`src/rtl/alu_issue_pkg.sv`:
```
// Shared types for the ALU issue slice: word and ALU-function types, MIPS
// opcode/funct encodings, and the issue record produced by decode.
package common;

    typedef logic [31:0] word_t;

    typedef enum logic [2:0] {
        FUNC_ADD = 3'd0,
        FUNC_SUB = 3'd1,
        FUNC_AND = 3'd2,
        FUNC_OR  = 3'd3,
        FUNC_NOR = 3'd4,
        FUNC_SLT = 3'd5
    } func_t;

    localparam logic [5:0] OP_RTYPE = 6'h00;
    localparam logic [5:0] OP_BEQ   = 6'h04;
    localparam logic [5:0] OP_BNE   = 6'h05;
    localparam logic [5:0] OP_ADDI  = 6'h08;
    localparam logic [5:0] OP_ADDIU = 6'h09;
    localparam logic [5:0] OP_SLTI  = 6'h0A;
    localparam logic [5:0] OP_ANDI  = 6'h0C;
    localparam logic [5:0] OP_ORI   = 6'h0D;
    localparam logic [5:0] OP_LW    = 6'h23;
    localparam logic [5:0] OP_SW    = 6'h2B;

    localparam logic [5:0] FN_ADD  = 6'h20;
    localparam logic [5:0] FN_ADDU = 6'h21;
    localparam logic [5:0] FN_SUB  = 6'h22;
    localparam logic [5:0] FN_SUBU = 6'h23;
    localparam logic [5:0] FN_AND  = 6'h24;
    localparam logic [5:0] FN_OR   = 6'h25;
    localparam logic [5:0] FN_NOR  = 6'h27;
    localparam logic [5:0] FN_SLT  = 6'h2A;

    typedef struct packed {
        func_t func;
        word_t op_a;
        word_t op_b;
        logic  illegal;
    } issue_t;

    // Value the outputs show whenever no entry is held.
    localparam issue_t ISSUE_NONE = '{func: FUNC_ADD, op_a: '0, op_b: '0, illegal: 1'b0};

    function automatic word_t sext16(input logic [15:0] imm);
        return {{16{imm[15]}}, imm};
    endfunction

    function automatic word_t zext16(input logic [15:0] imm);
        return {16'h0000, imm};
    endfunction

endpackage

```
`src/rtl/alu_decode.sv`:
```
// Combinational MIPS decode: raw instruction plus register operands to an
// issue record. Unknown encodings become an illegal add of zeros.
module alu_decode
    import common::*;
(
    input  word_t  instr,
    input  word_t  rs_data,
    input  word_t  rt_data,
    output issue_t rec
);

    logic [5:0]  opcode;
    logic [5:0]  funct;
    logic [15:0] imm16;

    assign opcode = instr[31:26];
    assign funct  = instr[5:0];
    assign imm16  = instr[15:0];

    always_comb begin
        // NOTE: every field gets a default before the case so no path leaves
        // rec unassigned, which would otherwise infer a latch.
        rec = ISSUE_NONE;
        unique case (opcode)
            OP_RTYPE: begin
                rec.op_a = rs_data;
                rec.op_b = rt_data;
                unique case (funct)
                    FN_ADD, FN_ADDU: rec.func = FUNC_ADD;
                    FN_SUB, FN_SUBU: rec.func = FUNC_SUB;
                    FN_AND:          rec.func = FUNC_AND;
                    FN_OR:           rec.func = FUNC_OR;
                    FN_NOR:          rec.func = FUNC_NOR;
                    FN_SLT:          rec.func = FUNC_SLT;
                    default:         rec = '{func: FUNC_ADD, op_a: '0, op_b: '0, illegal: 1'b1};
                endcase
            end
            OP_BEQ, OP_BNE: begin
                rec.func = FUNC_SUB;
                rec.op_a = rs_data;
                rec.op_b = rt_data;
            end
            OP_ADDI, OP_ADDIU, OP_LW, OP_SW: begin
                rec.func = FUNC_ADD;
                rec.op_a = rs_data;
                rec.op_b = sext16(imm16);
            end
            OP_SLTI: begin
                rec.func = FUNC_SLT;
                rec.op_a = rs_data;
                rec.op_b = sext16(imm16);
            end
            OP_ANDI: begin
                rec.func = FUNC_AND;
                rec.op_a = rs_data;
                rec.op_b = zext16(imm16);
            end
            OP_ORI: begin
                rec.func = FUNC_OR;
                rec.op_a = rs_data;
                rec.op_b = zext16(imm16);
            end
            default: rec.illegal = 1'b1;
        endcase
    end

endmodule

```
`src/rtl/alu_issue.sv`:
```
// Single registered issue stage: valid/ready handshake around alu_decode,
// with flush and a saturating count of accepted illegal instructions.
module alu_issue
    import common::*;
(
    input  logic       clk,
    input  logic       rst,
    input  logic       in_valid,
    output logic       in_ready,
    input  word_t      instr,
    input  word_t      rs_data,
    input  word_t      rt_data,
    input  logic       flush,
    output logic       out_valid,
    input  logic       out_ready,
    output func_t      alu_func,
    output word_t      op_a,
    output word_t      op_b,
    output logic       illegal,
    output logic [7:0] illegal_cnt
);

    issue_t     dec_rec;
    issue_t     rec_q, rec_d;
    logic       valid_q, valid_d;
    logic [7:0] cnt_q, cnt_d;
    logic       accept;

    alu_decode u_decode (
        .instr   (instr),
        .rs_data (rs_data),
        .rt_data (rt_data),
        .rec     (dec_rec)
    );

    assign in_ready = (!valid_q || out_ready) && !flush;
    assign accept   = in_valid && in_ready;

    always_comb begin
        valid_d = valid_q;
        rec_d   = rec_q;
        cnt_d   = cnt_q;
        if (flush) begin
            valid_d = 1'b0;
            rec_d   = ISSUE_NONE;
        end else if (accept) begin
            valid_d = 1'b1;
            rec_d   = dec_rec;
            if (dec_rec.illegal && cnt_q != 8'hFF) begin
                cnt_d = cnt_q + 8'd1;
            end
        end else if (out_ready) begin
            // Consumed with nothing behind it: drop back to the idle record.
            valid_d = 1'b0;
            rec_d   = ISSUE_NONE;
        end
    end

    // NOTE: state registers use non-blocking assignments so every flop samples
    // the pre-edge value of the others, independent of statement order.
    always_ff @(posedge clk or posedge rst) begin
        if (rst) begin
            valid_q <= 1'b0;
            rec_q   <= ISSUE_NONE;
            cnt_q   <= 8'h00;
        end else begin
            valid_q <= valid_d;
            rec_q   <= rec_d;
            cnt_q   <= cnt_d;
        end
    end

    assign out_valid   = valid_q;
    assign alu_func    = rec_q.func;
    assign op_a        = rec_q.op_a;
    assign op_b        = rec_q.op_b;
    assign illegal     = rec_q.illegal;
    assign illegal_cnt = cnt_q;

endmodule

```
`config.mk`:
```
export PLATFORM = sky130hd
export DESIGN_NAME = alu_issue
export DESIGN_NICKNAME = d
export VERILOG_FILES = /design/src/rtl/alu_issue_pkg.sv /design/src/rtl/alu_decode.sv /design/src/rtl/alu_issue.sv
export SDC_FILE = /design/constraint.sdc
export NUM_CORES = 1
export LEC_CHECK = 0
export CORE_MARGIN = 10
export CORE_UTILIZATION = 44
export DETAILED_ROUTE_END_ITERATION = 12
export PLACE_DENSITY_LB_ADDON = 0.15
export SLEW_MARGIN = 5
export SYNTH_ARGS = -nofsm -noshare
export SYNTH_HDL_FRONTEND = slang
export SYNTH_HIERARCHICAL = 1
export SYNTH_SLANG_ARGS = --single-unit
```
`constraint.sdc`:
```
create_clock -name clk -period 4.2 [get_ports clk]
set_input_delay 0.63 -clock clk [delete_from_list [all_inputs] [get_ports clk]]
set_output_delay 0.63 -clock clk [all_outputs]
set_load 0.005 [all_outputs]
```
; ---- Word level (Yosys, flattened, before mapping)
; Cells that the tools add are included.
[word_totals]
inputBits = 101
regBits = 77
output_inout_bits = 78
[op_classes]
n_eq_ne = 18
add_sub_neg = 1
n_reduce_logical = 14
bitwise = 1
muxes = 10
[ops]
columns = op, count
row1 = case mux 67 bit (6 select lines), 1
row2 = 2-to-1 mux 68 bit, 3
row3 = 2-to-1 mux 65 bit, 1
row4 = "equality test 6 bit, second input constant", 10
row5 = "equality test 6 x 4 -> 1 bit, second input constant", 5
row6 = case mux 3 bit (5 select lines), 1
row7 = "equality test 6 x 3 -> 1 bit, second input constant", 2
row8 = OR reduction 9 bit, 1
row9 = "adder 8 x 1 -> 8 bit, second input constant", 1
row10 = "!= test 8 bit, second input constant", 1
row11 = OR reduction 8 bit, 1
row12 = zero test 6 bit, 1
row13 = OR reduction 2 bit, 2
row14 = OR reduction 4 bit, 1
row15 = logical AND 1 bit, 3
row16 = 2-to-1 mux 1 bit, 3
row17 = AND reduction 3 bit, 1
row18 = nonzero test 3 bit, 1
row19 = zero test 1 bit, 2
row20 = case mux 1 bit (2 select lines), 1
row21 = logical OR 1 bit, 1
row22 = NOT 1 bit, 1

; ---- Longest topological paths before layout
[logic_depth]
ltp_word = 6
depth_mapped = 8
ltp_nobuf = 7

; ---- Hierarchy
; Netlist, hierarchy kept.
[by_module_without_submodules]
columns = mod, cells_each, area_per_inst_um2, n_inst, seq_area_each_um2
row1 = alu_issue, 194, 2859.0, 1, 1926.8
row2 = alu_decode, 108, 812.0, 1, 0.0

; ---- Least setup slack after synthesis
; Ideal clock, no wire load.
[synth_timing]
path_kind = input port to flip-flop
startpoint = input port instr[1]
endpoint = register cnt_q[1] (netlist: illegal_cnt[1])
arrival_time_ps = 2144
path_slack_ps = 1932
path_buffers = 1
stages = 8
setup_time_ps = 125
cell_sequence = nor2b_1 o2111ai_1 o311ai_2 buf_6 inv_1 nand4bb_4 nor2_1 mux2_2
[synth_rtl]
columns = item, line_no
row1 = "start, declared", alu_issue.sv:10  ; input word_t instr,
row2 = "end signal, assigned", alu_issue.sv:69  ; cnt_q <= cnt_d;
row3 = "end, declared", alu_issue.sv:26  ; logic [7:0] cnt_q, cnt_d;

==> results.json <==
{
  "outcome": "finished, final reports clean",
  "seq_power_share": 0.477,
  "peakVddDrop_mv": 0.149,
  "dp_slack_ps": 1060,
  "synth-warning-count": 6,
  "hold_viol_final": 0,
  "power_leakage_nw": 2.54,
  "cp_slowest_cell": "clkdlybuf4s50_1",
  "layout.cells.non_filler": 577,
  "core_region_area_sq_um": 8180,
  "initialDrtViolationCount": 115,
  "drive_gt1_frac": 0.110,
  "gp_congestion": 0.794,
  "yosys.area_share.adder": 0.00341,
  "worstSkewPairLatency_ps": 340,
  "grt_start_max_net_pins": 61,
  "cp.required_ps": 4430,
  "crit_chain": "clkdlybuf4s50_1 -> and2b_1 -> mux2i_1 -> o311ai_2 -> buf_4 -> inv_1 -> nand4bb_4 -> nor2_1 -> mux2_2",
  "routed_wirelength_mm": 11.4,
  "yosys.area_share.simple": 0.134,
  "wl_per_cell_um": 19.8,
  "synth-xor-area-share": 0.0143,
  "start_util": 0.449,
  "sw_frac_of_total": 0.263,
  "slew_viol_final": 0,
  "syn_inst": 302,
  "synth-edff-count": 0,
  "synth-compound-area-share": 0.263,
  "hp-class": "reg2reg",
  "n_antenna_cell": 0,
  "via_per_inst": 5.47,
  "crit_family": "buffers and inverters",
  "synth_fp_nets": 404,
  "post_cts_resize_count": 0,
  "port_buffers": 168,
  "grt_setup_unrepaired": "no",
  "cellInternalPower_mw": 1.27,
  "via_count": 3157,
  "ctsHoldBuffers": 0,
  "avgSynthCellArea_sq_um": 12.2,
  "crit_type": "in2reg",
  "final_nets": 569,
  "setup_slack_ps": 1420,
  "synth_cell_types": 43,
  "path_buf_inv": 3,
  "yosysSeqAreaShare": 0.525,
  "async_flop_share": 1.00,
  "post-route-period-util": 0.661,
  "fp.dieW_um": 111,
  "cts_buffers": 9,
  "pwr-share-clk": 0.326,
  "overflow": 0,
  "synthMuxAreaShare": 0.00886,
  "core.rowCount": 33,
  "track_usage": 0.179,
  "die-area_sq_um": 12400,
  "maxCapViolations": 0,
  "cts_tree": "yes",
  "chipHeight_um": 111,
  "synth_top_family_by_area": "compound AO/OA/AOI/OAI gates",
  "final_antenna_net_count": 0,
  "clockBufferDepth": 2,
  "maxSlewHeadroom": 0.316,
  "cts.sinks": 77,
  "ios": 179,
  "powerDensity_nw_per_um2": 308,
  "antenna_found_initial": 0,
  "critical_path_arrival_ps": 3000,
  "grt_pass1_wl_mm": 18.5,
  "crit_fanout": 33,
  "place_hpwl_mm": 8.35,
  "cts.htree.levels": 3,
  "p_comb_frac": 0.197,
  "crit_path_end_kind": "register",
  "ys_ff_latch": 77,
  "path_clk_slew_ps": 80,
  "crit_path_start_kind": "primary input",
  "tightest_slew_ps": 1030,
  "fmax_mhz": 360,
  "finalSetupTns_ps": 0,
  "post_cts_buffers": 0,
  "clk_root_buffer_cell": "clkbuf_8",
  "finalPower_mw": 1.73,
  "fin_crit_ps": 2780,
  "finClkSkew_ps": 8.84,
  "finalSetupViolCount": 0,
  "detail_route.first_pass.iterations": 4,
  "holdWs_ps": 492,
  "syn2layout_area_growth_pct": 52.7,
  "drc": 0,
  "critPathMaxStageDelay_ps": 580,
  "grt_pass1_vias": 3382,
  "synth-main-ff-cell": "dfrtp_1",
  "p_switching_mw": 0.454,
  "synth_area_sq_um": 3670,
  "dpl.cell_count": 561
}
-- cell type report --
class,count,area (sq um)
Multi-Input combinational cell,196,1580
Timing Repair Buffer,176,1740
Clock buffer,10,138
Tap cell,105,131
Inverter,7,27.5
Fill cell,637,2570
Clock inverter,6,62.6
Sequential cell,77,1930
-- stage by stage --
stage | utilization | cell area (sq um)
3_5_place_dp | 0.661 | 5400
5_1_grt | 0.685 | 5600
3_3_place_gp | 0.661 | 5400
2_1_floorplan | - | 3670
6_report | 0.685 | 5600
4_1_cts | 0.685 | 5600
-- tightest hold or removal path, stage by stage (launching register included) --
cell,delay (ps)
dfrtp_1,360
nand2_1,50
nand2_1,50
-- registers in the layout (all words and copies together), names as in the netlist --
name and flops:
alu_func 3, illegal 1, illegal_cnt 8, op_a 32, op_b 32, out_valid 1
-- synthesized netlist by cell type, types with 5 or more instances --
library cell	count	area [sq um]
dfrtp_1	77	1930
a22o_1	69	604
and2_1	32	200
a21o_1	16	120
a22o_2	14	140
buf_6	7	78.8
inv_1	7	26.3
nand2_1	7	26.3
buf_4	6	45.0
nand3_1	6	30.0
nor2_1	6	22.5
buf_2	5	25.0
-- cells in the final DEF, fill, tap and decap left out, types with 6 or more instances in the layout --
cell and instances:
a21o_1 16, a22o_1 69, a22o_2 14, and2_1 32
buf_4 8, clkbuf_8 10, clkdlybuf4s50_1 168, dfrtp_1 77
inv_1 6, nand2_1 7, nand3_1 6, nor2_1 6
-- metal layers --
| metal | share of wire | GRT usage |
|---|---|---|
| met1 | 0.43 | 0.214 |
| met2 | 0.46 | 0.283 |
| met3 | 0.089 | 0.0735 |
| met4 | 0.020 | 0.0626 |
| met5 | 0 | 0 |
-- power groups by stage --
stage	Clock, mW	Sequential (mW)	Combinational, mW
2_1_floorplan	0	0.835	0.133
3_3_place_gp	0	0.837	0.336
3_5_place_dp	0	0.838	0.344
4_1_cts	0.576	0.825	0.346
5_1_grt	0.609	0.832	0.368
6_report	0.563	0.824	0.340
-- path summary, 6_finish.rpt --
kind / cells after the start / slack, ps / end / startpoint
max in group asynchronous: 3 / 2570 / op_b[7] / rst
worst min register to register: 2 / 490 / illegal / illegal
min in group asynchronous: 2 / 840 / op_a[0] / rst
worst min-delay path: 2 / 490 / illegal / illegal
worst max register to register: 5 / 2430 / illegal_cnt[2] / out_valid
worst max-delay path: 9 / 1420 / illegal_cnt[1] / instr[31]
-- kinds of logic (layout without fill, tap and decap cells) --
| family | count (synthesis) | in the layout |
|---|---|---|
| flops | 77 | 77 |
| buf+inv | 29 | 199 |
| mux | 3 | 3 |
| xor+xnor | 6 | 6 |
| compound gates | 112 | 112 |
| simple gates | 74 | 74 |
| fa+ha+maj | 1 | 1 |
Power figures use the tool's default switching activity.
